<file path="src/rtl/spike_aer_encoder_if.sv">
// AER output port: valid/ready handshake carrying neuron address and timestamp.
interface spike_aer_encoder_if #(
  parameter int unsigned TS_W = 8
);
  logic            aer_valid;
  logic            aer_ready;
  logic [2:0]      aer_addr;
  logic [TS_W-1:0] aer_ts;

  modport master (output aer_valid, output aer_addr, output aer_ts, input aer_ready);
  modport slave  (input aer_valid, input aer_addr, input aer_ts, output aer_ready);
endinterface

</file>
<file path="src/rtl/spike_aer_encoder.sv">
// Spike-vector to AER encoder: captures a time step's spike vector, serialises it
// lowest neuron first into a FWFT event FIFO, and tracks dropped spikes.
module spike_aer_encoder #(
  parameter int unsigned DEPTH = 8,
  parameter int unsigned TS_W  = 8
) (
  input  logic                   clk,
  input  logic                   rst,
  input  logic [7:0]             spike,
  input  logic                   spike_valid,
  input  logic                   drop_clr,
  spike_aer_encoder_if.master    aer,
  output logic [$clog2(DEPTH):0] fifo_count,
  output logic [7:0]             drop_count,
  output logic                   overrun
);
  localparam int unsigned PW = $clog2(DEPTH);
  localparam int unsigned CW = PW + 1;

  logic [7:0]      r_pending;
  logic [TS_W-1:0] r_pend_ts;
  logic [TS_W-1:0] r_ts_cnt;
  logic [2:0]      r_mem_addr [DEPTH];
  logic [TS_W-1:0] r_mem_ts   [DEPTH];
  logic [PW-1:0]   r_wr_ptr;
  logic [PW-1:0]   r_rd_ptr;
  logic [CW-1:0]   r_count;
  logic [7:0]      r_drop;
  logic            r_overrun;

  logic            w_push;
  logic            w_pop;
  logic            w_capture;
  logic            w_drop;
  logic [2:0]      w_low_idx;
  logic [3:0]      w_popcnt;
  logic [8:0]      w_drop_sum;

  // Lowest set bit of pending (scan high to low so the lowest index wins).
  always_comb begin
    w_low_idx = 3'd0;
    for (int i = 7; i >= 0; i--) begin
      if (r_pending[i]) w_low_idx = 3'(i);
    end
  end

  // Number of spikes in the incoming vector, used for drop accounting.
  always_comb begin
    w_popcnt = 4'd0;
    for (int i = 0; i < 8; i++) begin
      w_popcnt = w_popcnt + 4'(spike[i]);
    end
  end

  // A full FIFO blocks the write even when a pop happens in the same cycle.
  assign w_push     = (r_pending != 8'd0) && (r_count < CW'(DEPTH));
  assign w_pop      = (r_count != '0) && aer.aer_ready;
  assign w_capture  = spike_valid && (r_pending == 8'd0);
  assign w_drop     = spike_valid && (r_pending != 8'd0);
  assign w_drop_sum = 9'(r_drop) + 9'(w_popcnt);

  // Time-step counter and pending-vector capture/serialisation.
  always_ff @(posedge clk or posedge rst) begin
    if (rst) begin
      r_ts_cnt  <= '0;
      r_pending <= 8'd0;
      r_pend_ts <= '0;
    end else begin
      if (spike_valid) r_ts_cnt <= r_ts_cnt + TS_W'(1);
      if (w_capture) begin
        r_pending <= spike;
        r_pend_ts <= r_ts_cnt;
      end else if (w_push) begin
        r_pending[w_low_idx] <= 1'b0;
      end
    end
  end

  // Event FIFO storage, circular pointers and occupancy.
  always_ff @(posedge clk or posedge rst) begin
    if (rst) begin
      for (int i = 0; i < int'(DEPTH); i++) begin
        r_mem_addr[i] <= 3'd0;
        r_mem_ts[i]   <= '0;
      end
      r_wr_ptr <= '0;
      r_rd_ptr <= '0;
      r_count  <= '0;
    end else begin
      if (w_push) begin
        r_mem_addr[r_wr_ptr] <= w_low_idx;
        r_mem_ts[r_wr_ptr]   <= r_pend_ts;
        r_wr_ptr             <= r_wr_ptr + PW'(1);
      end
      if (w_pop) r_rd_ptr <= r_rd_ptr + PW'(1);
      case ({w_push, w_pop})
        2'b10:   r_count <= r_count + CW'(1);
        2'b01:   r_count <= r_count - CW'(1);
        default: r_count <= r_count;
      endcase
    end
  end

  // Drop statistics; a clear wins over a drop in the same cycle.
  always_ff @(posedge clk or posedge rst) begin
    if (rst) begin
      r_drop    <= 8'd0;
      r_overrun <= 1'b0;
    end else if (drop_clr) begin
      r_drop    <= 8'd0;
      r_overrun <= 1'b0;
    end else if (w_drop) begin
      r_drop <= (w_drop_sum > 9'd255) ? 8'd255 : w_drop_sum[7:0];
      if (spike != 8'd0) r_overrun <= 1'b1;
    end
  end

  assign aer.aer_valid = (r_count != '0);
  assign aer.aer_addr  = r_mem_addr[r_rd_ptr];
  assign aer.aer_ts    = r_mem_ts[r_rd_ptr];
  assign fifo_count    = r_count;
  assign drop_count    = r_drop;
  assign overrun       = r_overrun;
endmodule

</file>
<file path="src/flat_wrapper.sv">
// flat-port wrapper written by rule: the top's interface ports become plain ports
module spike_aer_encoder_flat 
#(
  parameter int unsigned DEPTH = 8,
  parameter int unsigned TS_W  = 8
)
  (clk, rst, spike, spike_valid, drop_clr, fifo_count, drop_count, overrun, aer_aer_valid, aer_aer_addr, aer_aer_ts, aer_aer_ready);
  spike_aer_encoder_if #(.TS_W(TS_W)) aer_i ();
  input  logic clk;
  input  logic rst;
  input  logic [7:0] spike;
  input  logic spike_valid;
  input  logic drop_clr;
  output logic [$clog2(DEPTH):0] fifo_count;
  output logic [7:0] drop_count;
  output logic overrun;
  output wire logic [$bits(aer_i.aer_valid)-1:0] aer_aer_valid;
  output wire logic [$bits(aer_i.aer_addr)-1:0] aer_aer_addr;
  output wire logic [$bits(aer_i.aer_ts)-1:0] aer_aer_ts;
  input wire logic [$bits(aer_i.aer_ready)-1:0] aer_aer_ready;
  assign aer_aer_valid = aer_i.aer_valid;
  assign aer_aer_addr = aer_i.aer_addr;
  assign aer_aer_ts = aer_i.aer_ts;
  assign aer_i.aer_ready = aer_aer_ready;
  spike_aer_encoder #(.DEPTH(DEPTH), .TS_W(TS_W)) u_core (.clk(clk), .rst(rst), .spike(spike), .spike_valid(spike_valid), .drop_clr(drop_clr), .aer(aer_i), .fifo_count(fifo_count), .drop_count(drop_count), .overrun(overrun));
endmodule
</file>
<file path="config.mk">
export PLATFORM = sky130hd
export DESIGN_NAME = spike_aer_encoder_flat
export DESIGN_NICKNAME = d
export VERILOG_FILES = /design/src/rtl/spike_aer_encoder_if.sv /design/src/rtl/spike_aer_encoder.sv /design/src/flat_wrapper.sv
export SDC_FILE = /design/constraint.sdc
export NUM_CORES = 1
export LEC_CHECK = 0
export CAP_MARGIN = 20
export CORE_UTILIZATION = 45
export DETAILED_ROUTE_END_ITERATION = 8
export GPL_TIMING_DRIVEN = 0
export PLACE_DENSITY = 0.72
export SLEW_MARGIN = 20
export SYNTH_ARGS = -nofsm -noshare
export SYNTH_HDL_FRONTEND = slang
export SYNTH_SLANG_ARGS = --single-unit
</file>
<file path="constraint.sdc">
create_clock -name clk -period 13.85 [get_ports clk]
set_input_delay 3.4625 -clock clk [delete_from_list [all_inputs] [get_ports clk]]
set_output_delay 3.4625 -clock clk [all_outputs]
set_load 0.01 [all_outputs]
</file>
==> metrics.csv <==
stage,metric,value,unit
status,run status,finished clean,
global_route,GRT Total Usage,0.202,
worst_setup_path,"setup slack, reg-to-reg",11070,ps
clock_network,CTS Sinks,131,
worst_setup_path,critical path class,in2reg,
hold_path,HP Class,reg2reg,
die,row count,43,
placement,placer's final routability congestion estimate,0.783,
worst_setup_path,worst-path cell chain,clkdlybuf4s50_1 > inv_1 > ha_1 > inv_1 > fa_1 > fa_1 > fa_1 > fa_1 > inv_1 > fa_1 > a21o_1 > a21oi_1 > nor2_1 > nor2_1 > a211oi_1,
logic_synthesis,Synth async-reset ratio,1.00,
timing,Slew @ Worst Pin,807,ps
worst_setup_path,r2r startpoint,u_core.fifo_count[3]$_DFFE_PP0P_,
global_route,layer with the highest usage,met2,
power,Max VDD drop,0.117,mV
timing,Achievable Freq,0.135,GHz
clock_network,Root Driver,clkbuf_16,
placement,hpwl dp,9.31,mm
logic_synthesis,Syn Inst Count,518,
finish,n_diodes,0,
timing,setup violators final,0,
worst_setup_path,crit end category,register,
worst_setup_path,Critical Path Fanout Max,4,
logic_synthesis,Synth cell types,50,
hold_path,hold depth,2,
global_route,overall overflow remaining after global route,0,
logic_synthesis,Yosys warning total,0,
routing,initial DRC count,320,
run,Max Cap Viol,0,
timing,post-route minimum period,7420,ps
die,DIE HEIGHT,121,um
global_route,met1 usage,0.273,
finish,Syn-to-layout area delta,17.6,%
routing,Routed Antenna Nets,0,
logic_synthesis,Synth top cells by count,"dfrtp_1 (131), nand2_1 (80), mux2_2 (70)",
clock_network,Skew-Pair Late Insertion Delay,420,ps
global_route,largest net degree at the start of global routing,69,
finish,# fillers,1178,
timing,Slew HR,0.462,
global_route,first-pass GRT wire length,22.3,mm
global_route,met2 Use GR,0.319,
clock_network,Max clock buf depth,2,
logic_synthesis,Post-synth EDFFs,0,
clock_network,post-CTS setup buffer count,0,
logic_synthesis,"Cell Area, Synth",6420,sq um
worst_setup_path,"Req. time, crit path",14130,ps
die,Core ar.,13900,sq um
die,top-level I/O count,38,
hold_path,HP Start,u_core.r_mem_addr[3]$_DFFE_PP0P_,
logic_synthesis,top post-synthesis cells by area,"dfrtp_1 (51%), mux2_2 (12%), mux4_2 (7.7%)",
logic_synthesis,"FF+latch count, synth",131,
logic_synthesis,post-synth top area share,0.511,
finish,share of layout cells above drive strength 1,0.260,
logic_synthesis,Post-synth top flop,dfrtp_1,
logic_synthesis,"Avg Cell Area, Syn",12.4,sq um
logic_synthesis,register area share after synthesis,0.511,
routing,drt pass-1 iters,5,
timing,PnR worst setup slack,6430,ps
die,die width,121,um
worst_setup_path,reg2reg end,u_core.fifo_count[3]$_DFFE_PP0P_,
worst_setup_path,slowest cell delay on critical path,520,ps
timing,Fin. Hold Viols,0,
finish,Nets,607,
logic_synthesis,Synth Net Count,551,
global_route,vias in the first global route,4297,
clock_network,htree depth,4,
placement,Post-Place Worst Slack,6000,ps
global_route,met3 usage,0.0479,
worst_setup_path,Worst Reg-to-Reg Cells,11,
logic_synthesis,cell with the most instances after synthesis,dfrtp_1,
timing,RSZ-0062 raised after global routing,false,
power,pwr dens,234,nW/um^2
timing,Slew Limit Fails,0,
clock_network,CTS Hold Bufs,0,
finish,Non-Filler Instances,764,
clock_network,Num CTS Buffers,17,
clock_network,"Reg clk slew, reported paths",50,ps
routing,Remaining DRCs,0,
timing,fin crit share,0.536,
global_route,antenna violations before repair,0,
hold_path,Hold Path Sink,u_core.r_mem_addr[3]$_DFFE_PP0P_,
clock_network,CTS tree,done,
power,static leakage,3.55,nW
routing,Routed WL,13.3,mm
clock_network,Resize count post-CTS,0,
placement,port bufs,36,
routing,drt wl/cell,17.4,um
routing,vias per std cell,5.33,
worst_setup_path,CP Data Arrival Time,7690,ps
logic_synthesis,largest area contributor in the netlist,dfrtp_1,
worst_setup_path,CP max-delay cell,clkdlybuf4s50_1,
timing,final setup TNS,0,ps
timing,Clock Skew,8.60,ps
die,DIE AREA,14700,sq um
placement,Placed Cells,735,
routing,DR vias,4073,
die,initial core utilization,0.462,
worst_setup_path,element type at the critical path start,input pin,
worst_setup_path,"most used cell, CP",fa_1,
[worst max-delay path: cells and delay by family]
family	cells	cell delay, ps
buffers and inverters	4	700
and+or+nand+nor	2	360
AOI/OAI and AO/OA	3	590
adders and majority gates	6	2570
[worst max path at each step]
stage / startpoint / to / slack (ps)
5_1_grt: spike[0] / u_core.drop_count[2]$_DFFE_PP0P_ / 6200
3_5_place_dp: spike[0] / u_core.drop_count[2]$_DFFE_PP0P_ / 6000
6_report: spike[0] / u_core.drop_count[2]$_DFFE_PP0P_ / 6430
3_3_place_gp: rst / u_core.r_mem_ts[61]$_DFFE_PP0P_ / 5330
4_1_cts: spike[0] / u_core.drop_count[2]$_DFFE_PP0P_ / 6420
2_1_floorplan: rst / u_core.drop_count[0]$_DFFE_PP0P_ / 6890
[layer usage]
layer | routed length (um) | share of wire
met1 | 6160 | 0.46
met2 | 6410 | 0.48
met3 | 491 | 0.037
met4 | 196 | 0.015
met5 | 0 | 0
[cells by family after synthesis]
group,after synthesis,synth area share
buf+inv,54,0.0435
compound gates,64,0.0610
mux,93,0.202
xor+xnor,18,0.0246
simple gates,138,0.113
fa+ha+maj,20,0.0460
flops,131,0.511
[flip-flops by register name, indices dropped and copies added, names as in the netlist]
signal and count:
u_core.r_mem_ts 64, u_core.r_ts_cnt 8, u_core.r_rd_ptr 3, u_core.drop_count 8
u_core.overrun 1, u_core.fifo_count 4, u_core.r_pending 8, u_core.r_pend_ts 8
u_core.r_mem_addr 24, u_core.r_wr_ptr 3
[metrics by stage]
stage | power (mW) | area [sq um] | hold WS [ps] | util
final | 1.76 | 7550 | 470 | 0.544
after global routing | 1.89 | 7550 | 504 | 0.544
after CTS | 1.78 | 7550 | 475 | 0.544
after detailed placement | 1.38 | 7040 | 462 | 0.507
after global placement | 1.35 | 7000 | 453 | 0.505
after floorplan | 1.15 | 6420 | 441 | -
[cell type report]
| class | instances | area (sq um) | area share |
|---|---|---|---|
| plain buffers | 31 | 193 | 0.0255 |
| clock buffers | 23 | 478 | 0.0633 |
| clock inverters | 6 | 32.5 | 0.00431 |
| inverters | 23 | 91.3 | 0.0121 |
| multi-input cells | 333 | 2860 | 0.379 |
| flip-flops and latches | 131 | 3280 | 0.434 |
| well taps | 180 | 225 | 0.0298 |
| repair buffers | 37 | 388 | 0.0514 |
[report_power, final]
group,switching (mW),internal (mW)
Combinational,0.382,0.378
Clock,0.152,0.238
Sequential,0.0948,0.520
Total,0.629,1.14
[placed cells by master, fill, tap and decap left out, types with 4 or more instances in the layout]
cell type and count:
a211oi_1 5, a21oi_1 10, a22o_1 4, buf_1 9, buf_2 7, buf_6 4
clkbuf_1 10, clkbuf_16 17, clkdlybuf4s50_1 36, clkinv_2 5, dfrtp_1 131, fa_1 6
ha_1 14, inv_1 22, mux2_2 70, mux4_2 22, nand2_1 80, nand3_1 8
nand4_1 4, nor2_1 19, nor3_1 4, o21ai_0 29, xnor2_1 11, xor2_1 7
(Power assumes the default switching activity.)
